==> config.mk <==
export PLATFORM = sky130hd
export DESIGN_NAME = spi_rx_pkt_writer
export DESIGN_NICKNAME = d
export VERILOG_FILES = /design/src/rtl/spi_rx_pkt_writer.sv
export SDC_FILE = /design/constraint.sdc
export NUM_CORES = 1
export LEC_CHECK = 0
export CAP_MARGIN = 25
export CORE_ASPECT_RATIO = 1.1
export CORE_MARGIN = 3
export CORE_UTILIZATION = 30
export DETAILED_ROUTE_END_ITERATION = 7
export SLEW_MARGIN = 20
export SYNTH_ARGS = -nofsm -noshare
export SYNTH_HDL_FRONTEND = slang
export SYNTH_SLANG_ARGS = --single-unit
==> constraint.sdc <==
create_clock -name CLK_I -period 2.4 [get_ports CLK_I]
set_clock_uncertainty 0.05 [all_clocks]
set_input_delay 0.48 -clock CLK_I [delete_from_list [all_inputs] [get_ports CLK_I]]
set_output_delay 0.48 -clock CLK_I [all_outputs]
set_load 0.05 [all_outputs]
==> src/rtl/spi_rx_pkt_writer.sv <==
// spi_rx_pkt_writer
//   Packet front-end between an SPI slave byte receiver and a return-capable write FIFO.
//   Each chip-select frame is: header, LEN, 4*LEN payload bytes, XOR checksum.
//   Payload bytes are packed little-endian into 32-bit words and written speculatively;
//   the frame is then committed (WR_SUCC) or rewound (WR_FAIL) in the FIFO.
//
// Ports
//   CLK_I               clock (byte domain == FIFO write domain)
//   RST_I               synchronous active-high reset
//   BYTE_VALID_I        one received byte per high cycle
//   BYTE_DATA_I[7:0]    received byte
//   FRAME_END_I         1-cycle pulse on chip-select deassert
//   FIFO_WR_EN_O        FIFO write strobe (registered)
//   FIFO_WR_DATA_O      packed word, first byte in [7:0]
//   FIFO_WR_EN_VALID_I  FIFO accepted the write strobed this cycle
//   FIFO_WR_FULL_I      FIFO (prog-)full
//   FIFO_WR_SUCC_O      1-cycle commit pulse
//   FIFO_WR_FAIL_O      1-cycle rewind pulse
//   ERR_CODE_O          verdict of last frame (0 ok,1 hdr,2 len,3 trunc,4 ovf,5 csum,6 rej)
//   FRAME_OK_CNT_O      committed frames, wrapping
//   FRAME_ERR_CNT_O     errored frames, wrapping
//   BUSY_O              high whenever not idle
module spi_rx_pkt_writer #(
  parameter logic [7:0]  C_HEADER          = 8'hA5,
  parameter int unsigned C_MAX_WORDS       = 64,
  parameter int unsigned C_DBG_COUNT_WIDTH = 16
) (
  input  logic                         CLK_I,
  input  logic                         RST_I,
  input  logic                         BYTE_VALID_I,
  input  logic [7:0]                   BYTE_DATA_I,
  input  logic                         FRAME_END_I,
  output logic                         FIFO_WR_EN_O,
  output logic [31:0]                  FIFO_WR_DATA_O,
  input  logic                         FIFO_WR_EN_VALID_I,
  input  logic                         FIFO_WR_FULL_I,
  output logic                         FIFO_WR_SUCC_O,
  output logic                         FIFO_WR_FAIL_O,
  output logic [2:0]                   ERR_CODE_O,
  output logic [C_DBG_COUNT_WIDTH-1:0] FRAME_OK_CNT_O,
  output logic [C_DBG_COUNT_WIDTH-1:0] FRAME_ERR_CNT_O,
  output logic                         BUSY_O
);

  localparam logic [7:0] MaxLen = 8'(C_MAX_WORDS);
  localparam logic [C_DBG_COUNT_WIDTH-1:0] CntOne = {{(C_DBG_COUNT_WIDTH-1){1'b0}}, 1'b1};

  typedef enum logic [2:0] {
    StIdle, StLen, StPayload, StCsum, StWaitEnd, StDiscard
  } state_e;

  typedef enum logic [2:0] {
    ErrOk    = 3'd0,
    ErrHdr   = 3'd1,
    ErrLen   = 3'd2,
    ErrTrunc = 3'd3,
    ErrOvf   = 3'd4,
    ErrCsum  = 3'd5,
    ErrRej   = 3'd6
  } err_e;

  state_e                       state_q;
  err_e                         err_code_q;
  logic [7:0]                   len_q;
  logic [7:0]                   word_cnt_q;
  logic [1:0]                   lane_q;
  logic [7:0]                   csum_q;
  logic [31:0]                  word_q;
  logic                         wr_en_q;
  logic [31:0]                  wr_data_q;
  logic                         succ_q;
  logic                         fail_q;
  logic [C_DBG_COUNT_WIDTH-1:0] ok_cnt_q;
  logic [C_DBG_COUNT_WIDTH-1:0] err_cnt_q;

  logic rej;
  logic len_bad;
  logic word_last;

  // The FIFO refused last cycle's write; only meaningful while the frame is still live.
  assign rej       = wr_en_q && !FIFO_WR_EN_VALID_I &&
                     ((state_q == StPayload) || (state_q == StCsum));
  assign len_bad   = (BYTE_DATA_I == 8'd0) || (BYTE_DATA_I > MaxLen);
  assign word_last = ((word_cnt_q + 8'd1) == len_q);

  always_ff @(posedge CLK_I) begin
    if (RST_I) begin
      state_q    <= StIdle;
      err_code_q <= ErrOk;
      len_q      <= 8'd0;
      word_cnt_q <= 8'd0;
      lane_q     <= 2'd0;
      csum_q     <= 8'd0;
      word_q     <= 32'd0;
      wr_en_q    <= 1'b0;
      wr_data_q  <= 32'd0;
      succ_q     <= 1'b0;
      fail_q     <= 1'b0;
      ok_cnt_q   <= '0;
      err_cnt_q  <= '0;
    end else begin
      wr_en_q <= 1'b0;
      succ_q  <= 1'b0;
      fail_q  <= 1'b0;

      if (rej) begin
        // Takes priority over anything else seen this cycle, so a frame whose last word
        // was refused can never also be committed.
        fail_q     <= 1'b1;
        err_code_q <= ErrRej;
        err_cnt_q  <= err_cnt_q + CntOne;
        state_q    <= FRAME_END_I ? StIdle : StDiscard;
      end else begin
        unique case (state_q)
          StIdle: begin
            if (BYTE_VALID_I) begin
              if (BYTE_DATA_I == C_HEADER) begin
                if (FRAME_END_I) begin
                  fail_q     <= 1'b1;
                  err_code_q <= ErrTrunc;
                  err_cnt_q  <= err_cnt_q + CntOne;
                end else begin
                  state_q <= StLen;
                end
              end else begin
                // Nothing has been written yet, so there is nothing to rewind.
                err_code_q <= ErrHdr;
                err_cnt_q  <= err_cnt_q + CntOne;
                state_q    <= FRAME_END_I ? StIdle : StDiscard;
              end
            end
          end

          StLen: begin
            if (BYTE_VALID_I && len_bad) begin
              fail_q     <= 1'b1;
              err_code_q <= ErrLen;
              err_cnt_q  <= err_cnt_q + CntOne;
              state_q    <= FRAME_END_I ? StIdle : StDiscard;
            end else if (FRAME_END_I) begin
              fail_q     <= 1'b1;
              err_code_q <= ErrTrunc;
              err_cnt_q  <= err_cnt_q + CntOne;
              state_q    <= StIdle;
            end else if (BYTE_VALID_I) begin
              len_q      <= BYTE_DATA_I;
              word_cnt_q <= 8'd0;
              lane_q     <= 2'd0;
              csum_q     <= 8'd0;
              state_q    <= StPayload;
            end
          end

          StPayload: begin
            if (BYTE_VALID_I) begin
              csum_q <= csum_q ^ BYTE_DATA_I;
              lane_q <= lane_q + 2'd1;
              word_q[{lane_q, 3'b000} +: 8] <= BYTE_DATA_I;
            end
            if (BYTE_VALID_I && (lane_q == 2'd3) && FIFO_WR_FULL_I) begin
              fail_q     <= 1'b1;
              err_code_q <= ErrOvf;
              err_cnt_q  <= err_cnt_q + CntOne;
              state_q    <= FRAME_END_I ? StIdle : StDiscard;
            end else if (FRAME_END_I) begin
              // A word completing in this cycle is dropped: its write would otherwise
              // collide with the rewind pulse, and the frame is discarded anyway.
              fail_q     <= 1'b1;
              err_code_q <= ErrTrunc;
              err_cnt_q  <= err_cnt_q + CntOne;
              state_q    <= StIdle;
            end else if (BYTE_VALID_I && (lane_q == 2'd3)) begin
              wr_en_q    <= 1'b1;
              wr_data_q  <= {BYTE_DATA_I, word_q[23:0]};
              word_cnt_q <= word_cnt_q + 8'd1;
              if (word_last) begin
                state_q <= StCsum;
              end
            end
          end

          StCsum: begin
            if (BYTE_VALID_I) begin
              if (BYTE_DATA_I == csum_q) begin
                succ_q     <= 1'b1;
                err_code_q <= ErrOk;
                ok_cnt_q   <= ok_cnt_q + CntOne;
                state_q    <= FRAME_END_I ? StIdle : StWaitEnd;
              end else begin
                fail_q     <= 1'b1;
                err_code_q <= ErrCsum;
                err_cnt_q  <= err_cnt_q + CntOne;
                state_q    <= FRAME_END_I ? StIdle : StDiscard;
              end
            end else if (FRAME_END_I) begin
              fail_q     <= 1'b1;
              err_code_q <= ErrTrunc;
              err_cnt_q  <= err_cnt_q + CntOne;
              state_q    <= StIdle;
            end
          end

          StWaitEnd, StDiscard: begin
            if (FRAME_END_I) begin
              state_q <= StIdle;
            end
          end

          default: state_q <= StIdle;
        endcase
      end
    end
  end

  assign FIFO_WR_EN_O    = wr_en_q;
  assign FIFO_WR_DATA_O  = wr_data_q;
  assign FIFO_WR_SUCC_O  = succ_q;
  assign FIFO_WR_FAIL_O  = fail_q;
  assign ERR_CODE_O      = err_code_q;
  assign FRAME_OK_CNT_O  = ok_cnt_q;
  assign FRAME_ERR_CNT_O = err_cnt_q;
  assign BUSY_O          = (state_q != StIdle);

endmodule
## Word-level counts from Yosys, hierarchy flattened

Index checks and enable logic that the tools add are counted.

- Register bits after elaboration: 131
- Latch bits: 0
- Memory bits (writable): 0
- Bits in read-only memories: 0
- Word-level logic and storage cells: 142
- Memories kept: 0

- Add/sub/neg operators: 5
- Multiply operators: 0
- Div/mod/pow operators: 0
- $lt $le $gt $ge: 1
- Eq/ne operators: 23
- Shifts and indexed selects: 2
- Multiplexer cells: 61
- Bitwise operators: 8
- Reductions and logical operators: 28

Operator list:

| operator | number |
|---|---|
| 16-bit two-way mux | 8 |
| 3-bit two-way mux | 24 |
| 16-bit one-hot mux with 4 select lines | 1 |
| 8-bit two-way mux | 7 |
| 16-bit by 1-bit adder with 16-bit output, second input constant | 2 |
| 32-bit bitwise mux | 1 |
| 8-bit one-hot mux with 2 select lines | 2 |
| 8-bit by 7-bit variable shift with 32-bit output, first input constant | 1 |
| 8-bit by 7-bit indexed part select with 32-bit output | 1 |
| 8-bit == test | 2 |
| 3-bit one-hot mux with 5 select lines | 1 |
| 5-bit AND reduction | 3 |
| 2-bit inequality test, second input constant | 7 |
| 3-bit one-hot mux with 4 select lines | 1 |
| 1-bit two-way mux | 10 |
| 8-bit by 1-bit adder with 8-bit output, second input constant | 1 |
| 8-bit == test, second input constant | 1 |
| 8-bit by 7-bit > comparator with 1-bit output, second input constant | 1 |
| 8-bit logical NOT | 1 |
| 2-bit two-way mux | 4 |
| 4-bit inequality test, second input constant | 2 |
| 8-bit AND reduction | 1 |
| 8-bit bitwise XOR | 1 |
| 5-bit negator with 7-bit output | 1 |
| 28 further kinds | 44 |

## Logic depth before layout (Yosys ltp)

Gate-level depths: netlist of run 1.

- Depth in word-level cells: 8
- Mapped depth: 9
- Mapped depth without buffers: 7

## Worst setup path after synthesis of run 1

No wires, ideal clock.

- Path kind: reg2reg
- Start: register wr_en_q (netlist: FIFO_WR_EN_O)
- End: register lane_q[0]
- Setup time: 121 ps
- Arrival: 2,305 ps
- Data required time: 2,229 ps
- Setup slack: -75 ps
- Stages on the path, launching flop included: 10
- Clock period less this slack: 2,475 ps
- Path through: dfxtp_1 -> nor4bb_1 -> buf_2 -> or4b_1 -> a21o_1 -> buf_6 -> a21o_1 -> buf_2 -> and2_1 -> mux2_2

- Cells in the longest elaborated chain, start to end: 4

Ends and longest elaborated chain:

| element | RTL line | source |
|---|---|---|
| from (decl) | 69 | `logic wr_en_q;` |
| from (signal assigned) | 95 | `wr_en_q <= 1'b0;` |
| from (signal assigned) | 102 | `wr_en_q <= 1'b0;` |
| from (signal assigned) | 173 | `wr_en_q <= 1'b1;` |
| 1-bit logical AND (2 in series) | 81 | `assign rej = wr_en_q && !FIFO_WR_EN_VALID_I &&` |
| 1-bit inverter (no source line) | -- |  |
| 6-bit AND reduction (no source line) | -- |  |
| to (signal assigned) | 157 | `lane_q <= lane_q + 2'd1;` |
| to (decl) | 66 | `logic [1:0] lane_q;` |

No other way between the ends.
A chain may end at the register's enable or synchronous reset.

## Final worst setup path of run 1

- Start: input BYTE_VALID_I
- End: register err_cnt_q[14] (netlist: FRAME_ERR_CNT_O[14])

- Cells in the longest elaborated chain, start to end: 5
- Elaborated cells on any way between the ends: 11
- Classes of those cells: eq/ne: 2; mux: 5; reduce/logical: 4

Ends and longest elaborated chain:

| element | RTL line | source |
|---|---|---|
| from (decl) | 30 | `input logic BYTE_VALID_I,` |
| 1-bit logical AND (2 in series) | 160 | `if (BYTE_VALID_I && (lane_q == 2'd3) && FIFO_WR_FULL_I) begin` |
| 16-bit two-way mux | 160 |  |
| 16-bit one-hot mux with 4 select lines | 114 | `unique case (state_q)` |
| 16-bit two-way mux | 106 | `if (rej) begin` |
| to (signal assigned) | 111 | `err_cnt_q <= err_cnt_q + CntOne;` |
| to (signal assigned) | 121 | `err_cnt_q <= err_cnt_q + CntOne;` |
| to (signal assigned) | 163 | `err_cnt_q <= err_cnt_q + CntOne;` |
| to (decl) | 74 | `logic [C_DBG_COUNT_WIDTH-1:0] err_cnt_q;` |

Several ways; a longest one is shown, not always the timed one.

==> results.md, run 1 <==
* Outcome: finished clean
* Hold_sp: RST_I
* Combinational fraction of design power at 7.9%
* PortBufs at 84
* P_sw at 0.001271 W
* Power Dens Cells at 641.9 nW/um^2
* Worst-Margin Slew at 0.8942 ns
* DRC Markers at 0
* Initial antenna violation count at 2
* Clock power frac at 53.1%
* RSZ-0062 raised after global routing: no
* Finished Layout Cells at 1146
* CTS tree: done
* Worst setup path start: BYTE_VALID_I
* Internal cell power at 0.004071 W
* Register area share after synthesis at 42.01%
* Post-DP HPWL at 12000 um
* Synth Area in Adders at 1.708%
* Largest family of logic cells by synthesized area: simple AND/OR/NAND/NOR gates
* Number of global-route vias before repair at 5466
* Yosys reg bits at 123
* Post-Layout Inst Area at 8322 sq um
* Yosys cell types at 62
* H-tree depth at 4
* CP Launch Type: primary input
* Mux cell area share after synthesis at 3.458%
* Global-route wire length before repair at 27880 um
* Dpl ws at -0.3994 ns
* Hold buffer count at cts at 0
* Critical Setup Path Class: primary input to flip-flop
* Iter 0 DRT Violations at 272
* Cell count after synthesis at 729
* RePlAce Congestion at 0.8823
* Layout Nets at 907
* Min Tclk post-route at 2.338 ns
* DP Area at 7565 sq um
* Crit path arrival time at 2.63 ns
* Number of flops mapped to enable cells by yosys at 0
* Worst Hold Class: primary input to flip-flop
* Gr ovfl total at 0
* Main synth FF type: dfxtp_1
* CP max FO at 9
* Tcrit/Tclk final at 97.41%
* GRT Total Usage at 15.82%
* Final setup violating endpoints at 0
* CP Data Required Time at 2.70 ns
* Ys Warns at 0
* Register Area at 2465 sq um
* Relative slew slack at 40.38%
* Clock-pin slew on the worst setup and hold paths at 0.06 ns
* Top Ports at 85
* Slew Limit Fails at 0
* Core Region at 19160 sq um
* Synth Area in XOR/XNOR at 4.931%
* Synth Area in Compound Gates at 16.39%
* Placed cell count at 1109
* Area delta synth->final at 41.96%
* Hold Fails Final Rpt at 0
* Layout cells sized above 1 at 17.15%
* Commonest non-fill, non-tap cell in the layout: nand2_1
* Die area at 21250 sq um
* Synth area leader: dfxtp_1
* Syn avg cell area at 8.041 sq um
* Most area-consuming cells after synthesis: dfxtp_1 42%, nand2_1 8.3%, a21oi_1 7.5%
* Die X at 139.3 um
* WL final at 16760 um
* Post-Syn Area at 5862 sq um
* RR Startpoint: state_q[2]$_SDFFE_PP0P_
* Fin worst setup slack at 0.06218 ns
* Pin count of the biggest net entering global routing at 87
* Commonest non-fill, non-tap cells in the layout: 130 x nand2_1, 121 x dfxtp_1, 94 x buf_4
* Fmax achieved at 427.8 MHz
* CTS buffer count at 17
* Fill cells at 1947
* Post-synthesis simple-gate area fraction at 27.58%
* Share of the synthesized area in the top cell type at 42.01%
* Max_cap viols at 0
* Clock Latency Late Sink at 0.42 ns
* CP endpoint kind: flip-flop
* Synth Net Count at 751
* Clock Sinks at 123
* Min Hold Slack at 0.3829 ns
* Largest vdd supply drop at 0.5225 mV
* Vias post-DR at 5738
* WL per Instance at 14.63 um
* Starting density of the core at 30.59%
* Flop pwr share at 39.0%
* DRT Pass-1 Iters at 5
* Footprint of the multi-input gates at 3232 sq um
* Die height at 152.6 um
* Synth async-reset ratio at 0%
* Leak at 3.060 nW
* Clock buffer depth at 2
* # rows at 53
* Via density at 5.007
* Root buffer cell: clkbuf_16
* Final ANT Viol Nets at 0
* Sw Share at 23.79%
-- power by group through the flow --
stage,Sequential [W],Clock [W],Combinational (W)
2_1_floorplan,0.00216,0,0.000193
3_3_place_gp,0.00213,0,0.000407
3_5_place_dp,0.00213,0,0.000407
4_1_cts,0.00208,0.00287,0.000409
5_1_grt,0.00209,0.00298,0.000458
6_report,0.00208,0.00284,0.000423
-- sequential cells by signal (all words and copies together), names as in the netlist, 2 cells and up --
register / count
FRAME_OK_CNT_O: 16
word_q: 24
FRAME_ERR_CNT_O: 16
csum_q: 8
FIFO_WR_DATA_O: 32
state_q: 3
lane_q: 2
word_cnt_q: 8
ERR_CODE_O: 3
len_q: 8
-- area by class of cell --
class	count	share of cell area, %
Multi-Input combinational cell	552	38.84
Sequential cell	123	29.62
Timing Repair Buffer	181	19.47
Clock buffer	20	5.608
Tap cell	247	3.714
Clock inverter	12	2.270
Inverter	10	0.4511
Antenna cell	1	0.03007
-- timing repair --
item,4_1_cts,5_1_grt
endpoints found under the setup margin,0,25
setup buffers,0,3
resized for setup,0,17
-- metrics by stage --
step | util, % | setup TNS [ns] | power [W]
5_1_grt | 43.42 | 0 | 0.005527
6_report | 43.42 | 0 | 0.005341
3_3_place_gp | 39.45 | -16.86 | 0.002535
2_1_floorplan | - | 0 | 0.002357
4_1_cts | 42.89 | 0 | 0.005366
3_5_place_dp | 39.47 | -17.06 | 0.002535
-- layer usage --
layer	track usage (%)	part of all wire, %
met5	0	0.078
met4	5.033	1.4
met3	3.829	5.1
met2	24.87	46
met1	21.42	48
-- cells in the mapped netlist (4+ instances only) --
master	instances
clkbuf_1	30
inv_1	9
a21o_1	4
nand2_1	130
xnor2_1	22
o211ai_1	6
nor3b_1	6
and4_1	4
buf_2	13
o2111ai_1	5
nor3_1	15
or4_1	5
o21a_1	9
ha_1	8
mux2i_1	18
or3_1	10
nand2b_1	7
o31ai_1	6
nor2_1	59
nand4_1	10
and2_1	6
a21oi_1	88
and3_1	10
xor2_1	11
nand3_1	44
o21ai_0	16
nor2b_1	5
a31oi_1	7
dfxtp_1	123
-- worst paths after layout --
| path | to | depth (start not counted) | slack (ns) |
|---|---|---|---|
| worst max-delay path | FRAME_ERR_CNT_O[14]$_SDFFE_PP0P_ | 8 | 0.06 |
| worst min register to register | word_q[20]$_SDFFE_PP0P_ | 2 | 0.40 |
| worst min-delay path | csum_q[0]$_SDFFE_PP0P_ | 4 | 0.38 |
| worst max register to register | lane_q[0]$_SDFFE_PP0P_ | 7 | 0.12 |
-- worst max-delay path, stage by stage --
cell	delay (ns)
clkdlybuf4s50_1	0.47
buf_4	0.20
and4b_1	0.19
nand2_1	0.14
o31a_1	0.34
o21ai_2	0.14
or4_1	0.52
a21oi_1	0.15
-- logic make-up (layout without fill, tap and decap cells) --
kind of cell	Yosys count	after routing
buffers and inverters	55	223
XOR/XNOR	33	33
adder cells (fa/ha/maj)	8	8
AO/OA/AOI/OAI	160	161
multiplexers	20	20
other	0	1
flip-flops	123	123
AND/OR/NAND/NOR	330	330
(Power assumes the default switching activity.)
==> run 2, diff against run 1 <==
==> constraint.sdc (replaced) <==
create_clock -name CLK_I -period 2.4 [get_ports CLK_I]
set_clock_uncertainty 0.05 [all_clocks]
set_input_delay 0.36 -clock CLK_I [delete_from_list [all_inputs] [get_ports CLK_I]]
set_output_delay 0.36 -clock CLK_I [all_outputs]
set_load 0.05 [all_outputs]
==> run 2 against run 1 <==
Compared with the run above: cell count down 0.61%; clock power decreased by 8.1%; power down 4.5%; die area did not move; non-clock buffer count fell by 5; first-iteration DRC count fell by 0.74%; worst hold slack worse by 0.17 ns; core utilization fell by 0.72 points; worst setup slack improved by 0.090 ns; maximum frequency up 4.0%; critical path type unchanged; largest power group unchanged.
==> results.md, run 2 (synthesis results as in run 1) <==
* Dpl ws at -0.2703 ns (was -0.3994 ns)
* Flop pwr share at 40.8% (was 39.0%)
* Tcrit/Tclk final at 93.66% (was 97.41%)
* Fin worst setup slack at 0.1522 ns (was 0.06218 ns)
* CTS buffer count at 17 (unchanged)
* # rows at 53 (unchanged)
* Leak at 2.927 nW (was 3.060 nW)
* Sw Share at 23.21% (was 23.79%)
* Outcome: finished clean (unchanged)
* Post-DP HPWL at 11950 um (was 12000 um)
* DRC Markers at 0 (unchanged)
* Global-route wire length before repair at 27190 um (was 27880 um)
* Placed cell count at 1107 (was 1109)
* Root buffer cell: clkbuf_16 (unchanged)
* Power Dens Cells at 623.6 nW/um^2 (was 641.9 nW/um^2)
* Min Tclk post-route at 2.248 ns (was 2.338 ns)
* Post-CTS Setup Repair Bufs at 0 (unchanged)
* Vias post-DR at 5642 (was 5738)
* Critical Setup Path Class: primary input to flip-flop (unchanged)
* Layout cells sized above 1 at 16.03% (was 17.15%)
* Hold buffer count at cts at 0 (unchanged)
* GRT Total Usage at 15.48% (was 15.82%)
* Worst path cell trace: clkdlybuf4s50_1, buf_4, xnor2_1, nand4_1, o31a_1, o21ai_4, buf_4, mux2i_1, nor2_1 (was clkdlybuf4s50_1, buf_4, and4b_1, nand2_1, o31a_1, o21ai_2, or4_1, a21oi_1)
* Finished Layout Cells at 1139 (was 1146)
* Initial antenna violation count at 0 (was 2)
* Slowest CP cell: clkdlybuf4s50_1 (was or4_1)
* Worst-Margin Slew at 0.6903 ns (was 0.8942 ns)
* CP max FO at 10 (was 9)
* Number of global-route vias before repair at 5345 (was 5466)
* Die height at 152.6 um (unchanged)
* Resize count post-CTS at 0 (unchanged)
* CTS tree: done (unchanged)
* H-tree depth at 4 (unchanged)
* Fill cells at 1915 (was 1947)
* Layout Nets at 901 (was 907)
* CP Data Required Time at 2.65 ns (was 2.70 ns)
* Final setup violating endpoints at 0 (unchanged)
* Footprint of the multi-input gates at 3207 sq um (was 3232 sq um)
* RePlAce Congestion at 0.8459 (was 0.8823)
* CP endpoint kind: flip-flop (unchanged)
* Slew Limit Fails at 0 (unchanged)
* Core Region at 19160 sq um (unchanged)
* Hold_sp: RST_I (unchanged)
* Clock power frac at 51.1% (was 53.1%)
* Commonest non-fill, non-tap cells in the layout: 130 x nand2_1, 121 x dfxtp_1, 90 x buf_4 (was 130 x nand2_1, 121 x dfxtp_1, 94 x buf_4)
* Reg2Reg Depth at 7 (unchanged)
* Fmax achieved at 444.9 MHz (was 427.8 MHz)
* RSZ-0062 raised after global routing: no (unchanged)
* PortBufs at 84 (unchanged)
* Max_cap viols at 0 (unchanged)
* WL per Instance at 14.42 um (was 14.63 um)
* Top Ports at 85 (unchanged)
* Final ANT Viol Nets at 0 (unchanged)
* Setup TNS at 0 ns (unchanged)
* Peak per-stage delay on the critical path at 0.47 ns (was 0.52 ns)
* CP Launch Type: primary input (unchanged)
* Commonest non-fill, non-tap cell in the layout: nand2_1 (unchanged)
* Relative slew slack at 53.98% (was 40.38%)
* Cell repeated most along the worst path: buf_4
* Iter 0 DRT Violations at 270 (was 272)
* Area delta synth->final at 39.62% (was 41.96%)
* Hold Crit Depth at 2 (was 4)
* Ant diodes at 0 (was 1)
* Die area at 21250 sq um (unchanged)
* Min Hold Slack at 0.2083 ns (was 0.3829 ns)
* Register Area at 2465 sq um (unchanged)
* Flop2flop setup slack at 0.16 ns (was 0.12 ns)
* P_sw at 0.001185 W (was 0.001271 W)
* Clock-pin slew on the worst setup and hold paths at 0.05 ns (was 0.06 ns)
* Crit path arrival time at 2.50 ns (was 2.63 ns)
* DRT Pass-1 Iters at 5 (unchanged)
* Largest vdd supply drop at 0.6541 mV (was 0.5225 mV)
* Worst Hold End: FIFO_WR_EN_O$_SDFF_PP0_ (was csum_q[0]$_SDFFE_PP0P_)
* WL final at 16420 um (was 16760 um)
* Pin count of the biggest net entering global routing at 68 (was 87)
* Starting density of the core at 30.59% (unchanged)
* Clock buffer depth at 2 (unchanged)
* R2R Path End: FRAME_ERR_CNT_O[14]$_SDFFE_PP0P_ (was lane_q[0]$_SDFFE_PP0P_)
* Hold Fails Final Rpt at 0 (unchanged)
* Final Core Density at 42.70% (was 43.42%)
* Internal cell power at 0.003919 W (was 0.004071 W)
* Max FFs per register at 32 (unchanged)
* Clock Latency Late Sink at 0.42 ns (about the same)
* Via density at 4.953 (was 5.007)
* Die X at 139.3 um (unchanged)
* RR Startpoint: state_q[1]$_SDFFE_PP0P_ (was state_q[2]$_SDFFE_PP0P_)
* Worst Hold Class: primary input to flip-flop (unchanged)
* Combinational fraction of design power at 8.1% (was 7.9%)
* Clock Sinks at 123 (unchanged)
* Gr ovfl total at 0 (unchanged)
==> run 2: cell count changes in the layout (fill, tap and decap cells not counted), moves of 3 or more <==
cell / previous run / this run
clkinv_4: 7 / 1
clkbuf_1: 0 / 3
xnor2_1: 19 / 22
xnor2_2: 3 / 0
clkdlybuf4s50_1: 75 / 82
buf_4: 94 / 90
dlymetal6s2s_1: 7 / 0
==> run 2: worst max-delay path by stage <==
stage                                        to  depth (start not counted)  slack [ns]               startpoint
2_1_floorplan            lane_q[0]$_SDFFE_PP0P_                          9        0.04  FIFO_WR_EN_O$_SDFF_PP0_
3_3_place_gp     FRAME_OK_CNT_O[9]$_SDFFE_PP0P_                          8       -0.25           BYTE_DATA_I[1]
3_5_place_dp    FRAME_OK_CNT_O[11]$_SDFFE_PP0P_                          8       -0.27           BYTE_DATA_I[1]
4_1_cts        FRAME_ERR_CNT_O[14]$_SDFFE_PP0P_                          6        0.03  state_q[0]$_SDFFE_PP0P_
5_1_grt        FRAME_ERR_CNT_O[15]$_SDFFE_PP0P_                          7     0.00006           BYTE_DATA_I[0]
6_report        FRAME_ERR_CNT_O[1]$_SDFFE_PP0P_                          9        0.15           BYTE_DATA_I[2]
==> run 2: worst max-delay path: cells and delay by family <==
kind / cells / cell delay (ns)
AO/OA/AOI/OAI: 2 / 0.58
XOR/XNOR: 1 / 0.19
buffers and inverters: 3 / 0.87
multiplexers: 1 / 0.18
AND/OR/NAND/NOR: 2 / 0.31
==> run 2: power groups by stage <==
stage	Sequential, W	Combinational [W]	Clock (W)
2_1_floorplan	0.00216	0.000193	0
3_3_place_gp	0.00213	0.000405	0
3_5_place_dp	0.00213	0.000406	0
4_1_cts	0.00208	0.000408	0.00267
5_1_grt	0.00209	0.000447	0.00275
6_report	0.00208	0.000413	0.00261
==> run 2: cell type report <==
class	count	share of cell area [%]
multi-input combinational	551	39.18
sequential	123	30.12
timing repair buffer	176	19.08
clock buffer	22	5.672
tap	247	3.776
clock inverter	10	1.712
inverter	10	0.4586
==> run 2: per-stage QoR <==
| step | area, sq um | total power (W) |
|---|---|---|
| final | 8184 | 0.005104 |
| after global routing | 8184 | 0.005283 |
| after CTS | 8154 | 0.005165 |
| after detailed placement | 7550 | 0.002534 |
| after global placement | 7545 | 0.002533 |
| after floorplan | 5863 | 0.002357 |
==> run 2: metal layers <==
layer  GRT usage, %  share of wire [%]
met1          20.45                 48
met2          24.21                 46
met5              0                  0
met3          4.520                5.0
met4          5.312                1.3
==> run 3, diff against run 2 <==
--- a/config.mk
+++ b/config.mk
@@ -14,3 +14,4 @@
 export SYNTH_ARGS = -nofsm -noshare
 export SYNTH_HDL_FRONTEND = slang
 export SYNTH_SLANG_ARGS = --single-unit
+export TNS_END_PERCENT = 5
==> constraint.sdc (replaced) <==
create_clock -name CLK_I -period 2.3 [get_ports CLK_I]
set_clock_uncertainty 0.05 [all_clocks]
set_input_delay 0.345 -clock CLK_I [delete_from_list [all_inputs] [get_ports CLK_I]]
set_output_delay 0.345 -clock CLK_I [all_outputs]
set_load 0.05 [all_outputs]
==> run 3 against run 2 <==
Compared with the run above: sequential share of layout area is 0.38 points lower; register-to-register slack worse by 0.09 ns; cell count is 0.70% higher; highest routed layer unchanged; non-clock buffer count is 8 higher; core utilization is 0.59 points higher; largest cell class unchanged; power is 0.12% higher; critical endpoint is now FRAME_ERR_CNT_O[5]$_SDFFE_PP0P_; worst hold slack better by 0.087 ns; sequential cell count stayed put.
==> results.md, run 3 (synthesis results as in run 1) <==
* Outcome: finished clean (unchanged)
* WL per Instance at 14.60 um (was 14.42 um)
* Relative slew slack at 56.50% (was 53.98%)
* Worst path cell trace: clkdlybuf4s50_1, and4b_2, o211ai_1, o21ai_4, buf_6, nor3_4, mux2_2 (was clkdlybuf4s50_1, buf_4, xnor2_1, nand4_1, o31a_1, o21ai_4, buf_4, mux2i_1, nor2_1)
* Clock Latency Late Sink at 0.42 ns (about the same)
* Layout Nets at 909 (was 901)
* PortBufs at 84 (unchanged)
* WL final at 16740 um (was 16420 um)
* Commonest non-fill, non-tap cell in the layout: nand2_1 (unchanged)
* Vias post-DR at 5717 (was 5642)
* Cell family with most CP delay: buffers and inverters (unchanged)
* Hold buffer count at cts at 0 (unchanged)
* Crit path arrival time at 2.51 ns (was 2.50 ns)
* Fin worst setup slack at 0.04455 ns (was 0.1522 ns)
* Leak at 3.014 nW (was 2.927 nW)
* Worst Hold Class: primary input to flip-flop (unchanged)
* Clock-pin slew on the worst setup and hold paths at 0.05 ns (about the same)
* Slew Limit Fails at 0 (unchanged)
* Buf+Inv Stages, Crit Path at 2 (was 3)
* Clock Sinks at 123 (unchanged)
* Slowest CP cell: clkdlybuf4s50_1 (unchanged)
* DRT Pass-1 Iters at 5 (unchanged)
* Peak per-stage delay on the critical path at 0.66 ns (was 0.47 ns)
* Final ANT Viol Nets at 0 (unchanged)
* CTS tree: done (unchanged)
* Core Region at 19160 sq um (unchanged)
* Max FFs per register at 32 (unchanged)
* Tcrit/Tclk final at 98.06%
* CP Launch Type: primary input (unchanged)
* Hold_sp: RST_I (unchanged)
* Power Dens Cells at 615.9 nW/um^2 (was 623.6 nW/um^2)
* Initial antenna violation count at 0 (unchanged)
* Die height at 152.6 um (unchanged)
* Via density at 4.984 (was 4.953)
* Area delta synth->final at 41.54% (was 39.62%)
* Iter 0 DRT Violations at 270 (unchanged)
* RePlAce Congestion at 0.8541 (was 0.8459)
* Layout cells sized above 1 at 17.67% (was 16.03%)
* Max_cap viols at 0 (unchanged)
* GRT Total Usage at 15.63% (was 15.48%)
* Ant diodes at 0 (unchanged)
* Worst-Margin Slew at 0.6490 ns (was 0.6903 ns)
* Number of global-route vias before repair at 5454 (was 5345)
* Worst setup path start: BYTE_DATA_I[6] (was BYTE_DATA_I[2])
* Gr ovfl total at 0 (unchanged)
* Top Ports at 85 (unchanged)
* Clock buffer depth at 2 (unchanged)
* Root buffer cell: clkbuf_16 (unchanged)
* Die X at 139.3 um (unchanged)
* Dpl ws at -0.3846 ns (was -0.2703 ns)
* Min Tclk post-route at 2.255 ns
* RR Startpoint: state_q[0]$_SDFFE_PP0P_ (was state_q[1]$_SDFFE_PP0P_)
* Final total power at 0.005110 W (was 0.005104 W)
* Hold Fails Final Rpt at 0 (unchanged)
* Commonest non-fill, non-tap cells in the layout: 130 x nand2_1, 121 x dfxtp_1, 94 x buf_4 (was 130 x nand2_1, 121 x dfxtp_1, 90 x buf_4)
* Final setup violating endpoints at 0 (unchanged)
* # rows at 53 (unchanged)
* Post-DP HPWL at 12010 um (was 11950 um)
* Fill cells at 1917 (was 1915)
* CP max FO at 8 (was 10)
* CTS buffer count at 17 (unchanged)
* CP endpoint kind: flip-flop (unchanged)
* Fmax achieved at 443.4 MHz
* H-tree depth at 4 (unchanged)
* Largest vdd supply drop at 0.5432 mV (was 0.6541 mV)
* Pin count of the biggest net entering global routing at 108 (was 68)
* Starting density of the core at 30.59% (unchanged)
* DRC Markers at 0 (unchanged)
* Global-route wire length before repair at 27470 um (was 27190 um)
* Critical Setup Path Class: primary input to flip-flop (unchanged)
* Die area at 21250 sq um (unchanged)
* CP Data Required Time at 2.56 ns (was 2.65 ns)
run 3: report_power, final:
part           internal (W)  switching (W)  total (W)  leakage [nW]
Combinational      0.000195       0.000263   0.000458          1.75
Clock               0.00151       0.000971    0.00248         0.267
Sequential          0.00215      0.0000237    0.00217         0.993
run 3: through the flow:
| step | hold slack (ns) | TNS, ns | cell area (sq um) | utilization (%) | instances |
|---|---|---|---|---|---|
| after floorplan | 0.3821 | 0 | 5874 | - | 729 |
| after global placement | 0.3895 | -13.43 | 7577 | 39.54 | 1106 |
| after detailed placement | 0.3940 | -14.55 | 7577 | 39.54 | 1106 |
| after CTS | 0.2753 | 0 | 8132 | 42.43 | 1138 |
| after global routing | 0.3006 | -0.5788 | 8297 | 43.29 | 1147 |
| final | 0.2953 | 0 | 8297 | 43.29 | 1147 |
run 3: layout make-up:
cell class              count  area, sq um  area share [%]
clock buffers              21        450.4           5.429
well taps                 247        309.0           3.725
clock inverters            11        96.34           1.161
repair buffers            184         1665           20.07
inverters                  10        37.54          0.4524
multi-input cells         551         3271           39.42
flip-flops and latches    123         2467           29.74
run 3: final timing paths:
kind	endpoint	cells after the start	slack [ns]
max	FRAME_ERR_CNT_O[5]$_SDFFE_PP0P_	7	0.04
max reg2reg	FRAME_ERR_CNT_O[5]$_SDFFE_PP0P_	7	0.07
min	csum_q[2]$_SDFFE_PP0P_	4	0.30
min reg2reg	FIFO_WR_DATA_O[17]$_SDFFE_PP0P_	2	0.40
run 3: routing by layer:
layer  global-route usage (%)  vias to the layer above  routed length [um]
li1                         -                     2869                   -
met2                    24.30                      148                7664
met1                    21.05                     2679                7979
met4                    4.800                        0                 248
met3                    4.457                       21                 850
met5                        0                        -                   0
run 3: what timing repair did:
item | in CTS | in global routing
resized for setup | 2 | 21
setup buffers | 0 | 9
pin swaps | 0 | 9
endpoints found under the setup margin | 16 | 47
hold endpoints to repair | 0 | 0
run 3: worst reg2reg max path: stages, from the launching register on:
cell and delay [ns]:
dfxtp_2 0.39, or3b_4 0.47, nor2_1 0.20, nand4b_2 0.24, o21ai_4 0.12, buf_6 0.15, nor3_4 0.16, mux2_2 0.34
